### config.mk
export PLATFORM = sky130hd
export DESIGN_NAME = fifo_sync_flags
export DESIGN_NICKNAME = d
export VERILOG_FILES = /design/src/rtl/fifo_sync_flags.sv
export SDC_FILE = /design/constraint.sdc
export NUM_CORES = 1
export LEC_CHECK = 0
export ABC_CLOCK_PERIOD_IN_PS = 4000
export BUFFER_PORTS_ARGS = -buffer_cell sky130_fd_sc_hd__buf_4
export CAP_MARGIN = 20
export CORE_UTILIZATION = 55
export DETAILED_ROUTE_END_ITERATION = 8
export PLACE_DENSITY_LB_ADDON = 0.15
export SYNTH_ARGS = -nofsm -noshare
export SYNTH_HDL_FRONTEND = slang
export SYNTH_SLANG_ARGS = --single-unit
export TNS_END_PERCENT = 50
### constraint.sdc
create_clock -name clk -period 4 [get_ports clk]
set_clock_uncertainty 0.1 [all_clocks]
set_input_delay 0.8 -clock clk [delete_from_list [all_inputs] [get_ports clk]]
set_output_delay 0.8 -clock clk [all_outputs]
set_load 0.03 [all_outputs]
### src/rtl/fifo_sync_flags.sv
// Single-clock FIFO with occupancy count, almost-full/almost-empty thresholds, read-valid strobe
// and sticky overflow/underflow flags. Optional first-word-fall-through mode: define FIFO_FWFT_EN.
module fifo_sync_flags #(
  parameter int data_width   = 8,
  parameter int depth_width  = 5,
  parameter int afull_level  = (1 << depth_width) - 4,
  parameter int aempty_level = 4
) (
  input  logic                  clk,
  input  logic                  reset,
  input  logic                  wr_en,
  input  logic [data_width-1:0] wr_data,
  input  logic                  rd_en,
  output logic [data_width-1:0] rd_data,
  output logic                  rd_valid,
  output logic                  full,
  output logic                  empty,
  output logic                  almost_full,
  output logic                  almost_empty,
  output logic [depth_width:0]  count,
  output logic                  overflow,
  output logic                  underflow,
  input  logic                  clr_err
);

  localparam int DEPTH = 1 << depth_width;
  localparam int CW    = depth_width + 1;
  localparam logic [CW-1:0] DEPTH_C  = CW'(DEPTH);
  localparam logic [CW-1:0] AFULL_C  = CW'(afull_level);
  localparam logic [CW-1:0] AEMPTY_C = CW'(aempty_level);

  logic [data_width-1:0] mem [DEPTH];
  logic [data_width-1:0] rd_data_reg;
  logic [CW-1:0]         wr_ptr_reg, wr_ptr_next;
  logic [CW-1:0]         rd_ptr_reg, rd_ptr_next;
  logic [CW-1:0]         count_reg, count_next;
  logic                  full_reg, empty_reg, empty_next;
  logic                  afull_reg, aempty_reg;
  logic                  overflow_reg, underflow_reg;
  logic                  wr_accept, rd_accept, mem_rd;

  assign wr_accept   = wr_en && !full_reg;
  assign rd_accept   = rd_en && !empty_reg;
  assign wr_ptr_next = wr_ptr_reg + CW'(wr_accept);
  assign rd_ptr_next = rd_ptr_reg + CW'(mem_rd);

`ifdef FIFO_FWFT_EN
  // The head word lives in the output register; memory refills it when it is free or being popped.
  assign mem_rd     = (wr_ptr_reg != rd_ptr_reg) && (empty_reg || rd_accept);
  assign empty_next = !(mem_rd || (!empty_reg && !rd_accept));
  assign count_next = wr_ptr_next - rd_ptr_next + CW'(!empty_next);
  assign rd_valid   = !empty_reg;
`else
  logic rd_valid_reg;

  assign mem_rd     = rd_accept;
  assign count_next = wr_ptr_next - rd_ptr_next;
  assign empty_next = (count_next == '0);
  assign rd_valid   = rd_valid_reg;

  always_ff @(posedge clk) begin
    if (reset) begin
      rd_valid_reg <= 1'b0;
    end else begin
      rd_valid_reg <= rd_accept;
    end
  end
`endif

  always_ff @(posedge clk) begin
    if (reset) begin
      wr_ptr_reg    <= '0;
      rd_ptr_reg    <= '0;
      count_reg     <= '0;
      full_reg      <= 1'b0;
      empty_reg     <= 1'b1;
      afull_reg     <= 1'b0;
      aempty_reg    <= 1'b1;
      overflow_reg  <= 1'b0;
      underflow_reg <= 1'b0;
    end else begin
      wr_ptr_reg    <= wr_ptr_next;
      rd_ptr_reg    <= rd_ptr_next;
      count_reg     <= count_next;
      full_reg      <= (count_next == DEPTH_C);
      empty_reg     <= empty_next;
      afull_reg     <= (count_next >= AFULL_C);
      aempty_reg    <= (count_next <= AEMPTY_C);
      // A new error in the same cycle as clr_err keeps the flag set.
      overflow_reg  <= (wr_en && full_reg) || (overflow_reg && !clr_err);
      underflow_reg <= (rd_en && empty_reg) || (underflow_reg && !clr_err);
    end
  end

  always_ff @(posedge clk) begin
    if (!reset && wr_accept) begin
      mem[wr_ptr_reg[depth_width-1:0]] <= wr_data;
    end
  end

  always_ff @(posedge clk) begin
    if (reset) begin
      rd_data_reg <= '0;
    end else if (mem_rd) begin
      rd_data_reg <= mem[rd_ptr_reg[depth_width-1:0]];
    end
  end

  assign rd_data      = rd_data_reg;
  assign full         = full_reg;
  assign empty        = empty_reg;
  assign almost_full  = afull_reg;
  assign almost_empty = aempty_reg;
  assign count        = count_reg;
  assign overflow     = overflow_reg;
  assign underflow    = underflow_reg;

endmodule

==> results of run 1 <==
## how the worst max path moves through the flow
stage | from | endpoint
finish | empty | almost_empty
global route | empty | almost_empty
floorplan | wr_en | almost_empty
global placement | wr_en | almost_empty
CTS | empty | almost_empty
detailed placement | rd_en | almost_empty
## power breakdown
part / total, uW / switching (uW) / internal [uW] / leakage, uW
Sequential: 3390 / 40.6 / 3350 / 0.00257
Clock: 2960 / 1120 / 1850 / 0.000519
Combinational: 878 / 497 / 380 / 0.00113
Total: 7230 / 1650 / 5580 / 0.00422
## metrics by stage
step / utilization / hold slack, ps / setup WS [ps]
after CTS: 0.640 / 393 / 885
after detailed placement: 0.588 / 380 / 457
after floorplan: - / 428 / 889
after global placement: 0.588 / 374 / 645
after global routing: 0.640 / 426 / 690
final: 0.640 / 389 / 871
## worst min-delay path: cells and delay by family, from the launching register on
| family | cells | cell delay [ps] |
|---|---|---|
| AO/OA/AOI/OAI | 1 | 60 |
| flip-flops | 1 | 340 |
| AND/OR/NAND/NOR | 1 | 60 |
## layout make-up
class / count / area (um^2) / share of cell area
clock buffers: 38 / 832 / 0.0637
clock inverters: 15 / 233 / 0.0178
inverters: 8 / 30.0 / 0.00230
multi-input cells: 278 / 2960 / 0.227
flip-flops and latches: 289 / 8350 / 0.639
well taps: 270 / 338 / 0.0258
repair buffers: 41 / 320 / 0.0245
## routing by layer
metal | vias up | track usage | wire, um
li1 | 2563 | - | -
met1 | 3082 | 0.341 | 10500
met2 | 202 | 0.375 | 11900
met3 | 50 | 0.0326 | 1250
met4 | 0 | 0.0608 | 566
met5 | - | 0 | 0
## cell usage after synthesis, types with 5 or more instances
cell type	number	area, um^2
mux4_2	63	1420
or3_1	6	37.5
clkbuf_1	7	26.3
a22oi_1	19	143
ha_1	9	113
nor2b_1	8	50.1
inv_1	7	26.3
mux4_1	9	236
edfxtp_1	256	7690
o311ai_1	8	70.1
nor2_1	47	176
buf_6	5	56.3
o21ai_0	5	25.0
xnor2_1	6	52.6
buf_4	7	52.6
a21oi_1	23	115
buf_2	6	30.0
dfxtp_1	33	661
nand2b_1	7	43.8
nand2_1	16	60.1
## kinds of logic after synthesis
family / after synthesis / share of synthesized area
multiplexers: 73 / 0.144
XOR/XNOR: 10 / 0.00889
AO/OA/AOI/OAI: 73 / 0.0433
adder cells (fa/ha/maj): 11 / 0.0124
flip-flops: 289 / 0.723
buffers and inverters: 38 / 0.0203
AND/OR/NAND/NOR: 111 / 0.0479
==> results.json, run 1 <==
{
  "critical_path_depth": 11,
  "cts_root_buf": "clkbuf_16",
  "path_delay_family": "adder cells",
  "relSlewSlack": 0.408,
  "synth.net_count": 628,
  "required_ps": 4310,
  "post-cts-setup-buffers": 0,
  "yosys_warnings": 0,
  "die_area_um2": 21600,
  "worst_pin_slew_ps": 885,
  "r2r_cells": 11,
  "detail_route.wl_per_cell_um": 25.8,
  "tns_ps": 0,
  "rrSetupSlack_ps": 870,
  "path_cells": "nand2b_1, inv_1, ha_1, ha_1, inv_1, fa_1, inv_1, maj3_1, mux2i_1, or2_1, o41ai_1",
  "netlist_area_um2": 11500,
  "syn_inst": 605,
  "drt_iter0_markers": 532,
  "fin_area_um2": 13100,
  "hold_path.class": "register to register",
  "status": "completed",
  "dr_total_vias": 5897,
  "reg2reg_to": "almost_empty",
  "port-buffer-count": 33,
  "cts.reportedPaths.clkPinSlew_ps": 60,
  "min_to": "rd_data[6]",
  "path_max_fanout": 7,
  "fmax_mhz": 320,
  "rows": 52,
  "final_common_cell": "edfxtp_1",
  "layout_common_cells": "256 x edfxtp_1, 63 x mux4_2, 47 x nor2_1",
  "die_h_um": 147,
  "post-route-min-period_ps": 3130,
  "synthDistinctLibCells": 54,
  "area_growth_pct": 13.2,
  "rsz0062_at_grt": "false",
  "report.final.slew_viol_count": 0,
  "place_hpwl_um": 14700,
  "worst_setup_path_end_kind": "register",
  "synth-seq-cells": 289,
  "cts_max_level": 1,
  "drc": 0,
  "postPlaceCellArea_um2": 12000,
  "period_share": 0.782,
  "dr.pass1.iters": 5,
  "ctsLongestPathBuffers": 3,
  "rr_startpoint": "empty",
  "largest_register_ffs": 256,
  "crit_slowest_cell": "fa_1",
  "syn_avg_cell_area_um2": 19.1,
  "wl_um": 24200,
  "critPathLaunchType": "register",
  "cts_buffers": 29,
  "setup.worst_path.class": "register to register",
  "min_path_cells": 2,
  "async_reset_ff_frac": 0,
  "layout-drive-gt1-share": 0.242,
  "yosysSeqAreaShare": 0.723,
  "clk_latency_ps": 540,
  "drtAntennaViolNets": 0,
  "grt.total_usage": 0.233,
  "dieWidth_um": 147,
  "slowest_delay_ps": 440,
  "critPathBufInv": 3,
  "clock-sinks": 289,
  "place_inst": 886,
  "power.leakage_uw": 0.00422,
  "synth_edf_count": 256,
  "nFillCells": 1402,
  "crit_path_frequent_cell": "inv_1",
  "hold_start": "rd_data[6]",
  "first_global_vias": 6042,
  "grt_overflow": 0,
  "power.density_nw_per_um2": 553,
  "finalHoldViolCount": 0,
  "grt_pass1_wl_um": 36900,
  "design.core.area_um2": 20400,
  "cts_tree": "yes",
  "irDropWorstVdd_uv": 421,
  "antenna_found_initial": 0,
  "vias_per_cell": 6.28,
  "grt_max_degree": 65,
  "gp_congestion": 0.798,
  "setup_viol": 0,
  "p_total_uw": 7230,
  "arrival_ps": 3440,
  "drv_cap": 0,
  "pin_count": 34,
  "nets": 670,
  "synthFlopType": "edfxtp_1",
  "cts-resized-gates": 0,
  "initial_utilization": 0.565,
  "antennaDiodeCount": 0,
  "layoutNonFillerInstCount": 939,
  "cts_hold_buf": 0
}
(Power assumes the default switching activity.)
==> inputs of run 2 (changes only) <==
--- a/config.mk
+++ b/config.mk
@@ -5,7 +5,7 @@
 export SDC_FILE = /design/constraint.sdc
 export NUM_CORES = 1
 export LEC_CHECK = 0
-export ABC_CLOCK_PERIOD_IN_PS = 4000
+export ABC_CLOCK_PERIOD_IN_PS = 2800
 export BUFFER_PORTS_ARGS = -buffer_cell sky130_fd_sc_hd__buf_4
 export CAP_MARGIN = 20
 export CORE_UTILIZATION = 55
==> constraint.sdc (replaced) <==
create_clock -name clk -period 2.8 [get_ports clk]
set_clock_uncertainty 0.1 [all_clocks]
set_input_delay 0.56 -clock clk [delete_from_list [all_inputs] [get_ports clk]]
set_output_delay 0.56 -clock clk [all_outputs]
set_load 0.03 [all_outputs]
==> results.json, run 2 (synthesis gave the netlist of run 1 again) <==
{
  "grt.total_usage": 0.236,
  "report.final.slew_viol_count": 0,
  "design.core.area_um2": 20400,
  "post-cts-setup-buffers": 0,
  "path_cells": "nand2b_1, inv_2, ha_4, ha_4, inv_2, ha_1, nor2b_2, or3_1, a211oi_2, o21bai_1, a2111oi_2",
  "drc": 0,
  "place_hpwl_um": 15000,
  "die_area_um2": 21600,
  "setup.worst_path.class": "register to register",
  "cts.reportedPaths.clkPinSlew_ps": 60,
  "hold_path.class": "input pin to register",
  "postPlaceCellArea_um2": 12400,
  "drtAntennaViolNets": 0,
  "initial_utilization": 0.565,
  "grt_overflow": 0,
  "post-route-min-period_ps": 2740,
  "pin_count": 34,
  "setup_viol": 0,
  "rsz0062_at_grt": "true",
  "first_global_vias": 6179,
  "wl_um": 24300,
  "port-buffer-count": 33,
  "path_max_fanout": 4,
  "status": "completed",
  "antennaDiodeCount": 0,
  "cts_max_level": 1,
  "vias_per_cell": 6.08,
  "die_h_um": 147,
  "gp_congestion": 0.838,
  "worst_setup_path_end_kind": "register",
  "worst_pin_slew_ps": 651,
  "cts_tree": "yes",
  "crit_slowest_cell": "or3_1",
  "largest_register_ffs": 256,
  "layout_common_cells": "256 x edfxtp_1, 88 x buf_4, 63 x mux4_2",
  "power.leakage_uw": 0.00448,
  "arrival_ps": 3070,
  "detail_route.wl_per_cell_um": 24.6,
  "power.density_nw_per_um2": 759,
  "drv_cap": 0,
  "clk_latency_ps": 550,
  "nets": 720,
  "area_growth_pct": 17.0,
  "critPathLaunchType": "register",
  "clock-sinks": 289,
  "irDropWorstVdd_uv": 535,
  "relSlewSlack": 0.564,
  "finalHoldViolCount": 0,
  "final_common_cell": "edfxtp_1",
  "period_share": 0.977,
  "path_delay_family": "simple AND/OR/NAND/NOR gates",
  "cts_buffers": 30,
  "fin_area_um2": 13500,
  "dieWidth_um": 147,
  "dr_total_vias": 6023,
  "grt_pass1_wl_um": 37600,
  "rrSetupSlack_ps": 60,
  "dr.pass1.iters": 5,
  "rows": 52,
  "ctsLongestPathBuffers": 3,
  "critPathBufInv": 2,
  "slowest_delay_ps": 400,
  "hold_ws_ps": 206,
  "layout-drive-gt1-share": 0.320,
  "antenna_found_initial": 0,
  "tns_ps": 0,
  "grt_max_degree": 65,
  "fmax_mhz": 365,
  "drt_iter0_markers": 549,
  "cts_root_buf": "clkbuf_16",
  "cts_hold_buf": 0,
  "required_ps": 3140
}
## run 2: cell count changes in the layout (fill, tap and decap cells not counted), moves of 2 or more
cell	before	now
dfxtp_2	1	3
dfxtp_1	31	29
bufinv_16	6	3
o41ai_2	0	2
nor2b_1	8	6
buf_4	40	88
clkbuf_1	4	7
o41ai_1	2	0
inv_1	7	3
clkbuf_8	3	6
ha_1	9	5
ha_4	0	3
inv_2	0	4
## run 2: worst paths after layout
check | depth (start not counted) | end | startpoint
setup reg to reg | 11 | full | empty
hold / removal | 3 | underflow | rd_en
setup / recovery | 11 | full | empty
hold reg to reg | 2 | rd_data[0] | rd_data[0]
## run 2: final cells by class
class,count,area (um^2)
Sequential cell,289,8360
Clock inverter,12,143
Timing Repair Buffer,90,701
Tap cell,270,338
Multi-Input combinational cell,278,3060
Inverter,8,30.0
Fill cell,1384,6920
Clock buffer,44,885
## run 2: repair_timing
item,4_1_cts,5_1_grt
setup endpoints to repair,2,5
pin swaps,0,3
resized for setup,1,8
## run 2: metal layers
metal	track usage	part of all wire
met1	0.344	0.43
met2	0.385	0.49
met3	0.0289	0.062
met4	0.0639	0.021
met5	0	0
## run 2: worst min-delay path, cell delays in order
cell and delay (ps):
buf_4 90, a22oi_1 80, nor2_1 80
## run 2: power by group
part           total (uW)  switching (uW)  internal, uW
clock                4030            1580          2460
sequential           4840            54.3          4790
combinational        1370             743           626
total               10200            2370          7870
## run 2: through the flow
step / setup WS [ps] / total power [uW] / std cells / util
after floorplan: -0.596 / 5860 / 605 / -
after global placement: -187 / 6260 / 935 / 0.609
after detailed placement: -306 / 6290 / 935 / 0.609
after CTS: -5.91 / 10300 / 991 / 0.660
after global routing: -48.9 / 10600 / 991 / 0.661
final: 63.7 / 10200 / 991 / 0.661
==> inputs of run 3 (changes only) <==
--- a/config.mk
+++ b/config.mk
@@ -8,6 +8,7 @@
 export ABC_CLOCK_PERIOD_IN_PS = 2800
 export BUFFER_PORTS_ARGS = -buffer_cell sky130_fd_sc_hd__buf_4
 export CAP_MARGIN = 20
+export CORE_MARGIN = 10
 export CORE_UTILIZATION = 55
 export DETAILED_ROUTE_END_ITERATION = 8
 export PLACE_DENSITY_LB_ADDON = 0.15
==> results.json, run 3 (synthesis gave the netlist of run 1 again) <==
{
  "cts_tree": "yes",
  "ctsLongestPathBuffers": 3,
  "drc": 0,
  "post-route-min-period_ps": 2690,
  "detail_route.wl_per_cell_um": 25.0,
  "port-buffer-count": 33,
  "dr_total_vias": 6037,
  "layout_common_cells": "256 x edfxtp_1, 91 x buf_4, 63 x mux4_2",
  "finalHoldViolCount": 0,
  "grt.total_usage": 0.186,
  "hold_path.class": "input pin to register",
  "period_share": 0.959,
  "status": "completed",
  "wl_um": 24700,
  "grt_pass1_wl_um": 38000,
  "grt_overflow": 0,
  "die_area_um2": 27200,
  "largest_register_ffs": 256,
  "gp_congestion": 0.820,
  "place_ws_ps": -295,
  "critPathLaunchType": "register",
  "top_usage_layer": "met2",
  "grt_max_degree": 65,
  "final_common_cell": "edfxtp_1",
  "globalRouteMet1Util": 0.269,
  "die_h_um": 165,
  "irDropWorstVdd_uv": 447,
  "cts_buffers": 27,
  "fin_ws_ps": 115,
  "arrival_ps": 2980,
  "antenna_found_initial": 0,
  "worst_setup_path_end_kind": "register",
  "rows": 52,
  "first_global_vias": 6271,
  "crit_slowest_cell": "a2111oi_2",
  "setup.worst_path.class": "register to register",
  "slowest_delay_ps": 400,
  "drt_iter0_markers": 541,
  "antennaDiodeCount": 0,
  "drtAntennaViolNets": 0,
  "cts_max_level": 1,
  "place_hpwl_um": 15400,
  "fin_util": 0.661,
  "vias_per_cell": 6.12,
  "required_ps": 3100,
  "pin_count": 34,
  "layout-drive-gt1-share": 0.327,
  "area_growth_pct": 17.0,
  "clock-sinks": 289,
  "report.final.slew_viol_count": 0,
  "path_max_fanout": 4,
  "nFillCells": 1358,
  "power.density_nw_per_um2": 757,
  "initial_utilization": 0.565,
  "clk_latency_ps": 540,
  "dieWidth_um": 165,
  "use_met2": 0.291,
  "nets": 719,
  "cts.reportedPaths.clkPinSlew_ps": 60,
  "design.core.area_um2": 20400,
  "met3_usage": 0.0264,
  "drv_cap": 0,
  "power.leakage_uw": 0.00448,
  "worst_pin_slew_ps": 694,
  "cts_root_buf": "clkbuf_16",
  "relSlewSlack": 0.535,
  "path_cells": "nand2b_4, inv_2, ha_4, ha_4, inv_2, ha_1, nor2b_4, o31ai_4, buf_4, a21oi_4, o22ai_2, a2111oi_2",
  "fmax_mhz": 372,
  "tns_ps": 0,
  "cts_hold_buf": 0,
  "setup_viol": 0,
  "dr.pass1.iters": 5
}
run 3: cell count changes in the layout (fill, tap and decap cells not counted), moves of 2 or more:
cell	previous run	this run
clkbuf_16	31	27
buf_4	88	91
bufinv_16	3	6
clkbuf_1	7	4
clkinv_2	5	3
run 3: where the power goes:
part	leakage, uW	switching [uW]	internal [uW]	total, uW
clock	0.000473	1500	2450	3950
sequential	0.00257	54.5	4790	4840
combinational	0.00143	775	659	1430
run 3: repair_timing:
item / 4_1_cts / 5_1_grt
gates cloned: 0 / 0
buffers inserted: 0 / 3
gates resized for setup: 2 / 16
setup endpoints to repair: 2 / 3
pin swaps: 1 / 6
hold endpoints to repair: 0 / 0
run 3: final cells by class:
class / count / area, um^2 / share of cell area
inverter: 8 / 30.0 / 0.00222
multi-input combinational: 278 / 3110 / 0.230
timing repair buffer: 92 / 703 / 0.0520
clock inverter: 13 / 218 / 0.0161
tap: 270 / 338 / 0.0250
clock buffer: 36 / 759 / 0.0562
sequential: 289 / 8360 / 0.618
run 3: worst paths after layout:
kind / startpoint / to / slack (ps) / depth (start not counted)
max: empty / full / 110 / 12
min: rd_en / underflow / 240 / 3
max reg2reg: empty / full / 110 / 12
min reg2reg: rd_data[5] / rd_data[5] / 390 / 2
run 3: routing by layer:
metal	vias up	part of all wire
met1	3101	0.43
met4	0	0.019
met3	35	0.076
li1	2652	-
met2	249	0.48
met5	-	0
run 3: stage by stage:
stage,cell area (um^2),hold slack (ps),total power (uW),cells
2_1_floorplan,11600,428,5860,605
3_3_place_gp,12400,372,6260,934
3_5_place_dp,12400,369,6280,934
4_1_cts,13400,200,10200,983
5_1_grt,13500,259,10600,986
6_report,13500,240,10200,986
run 3: worst max-delay path: cells and delay by family (launching register included):
kind	cells	cell delay, ps
flops	1	350
compound gates	4	780
buf+inv	3	270
simple gates	2	340
fa+ha+maj	3	700
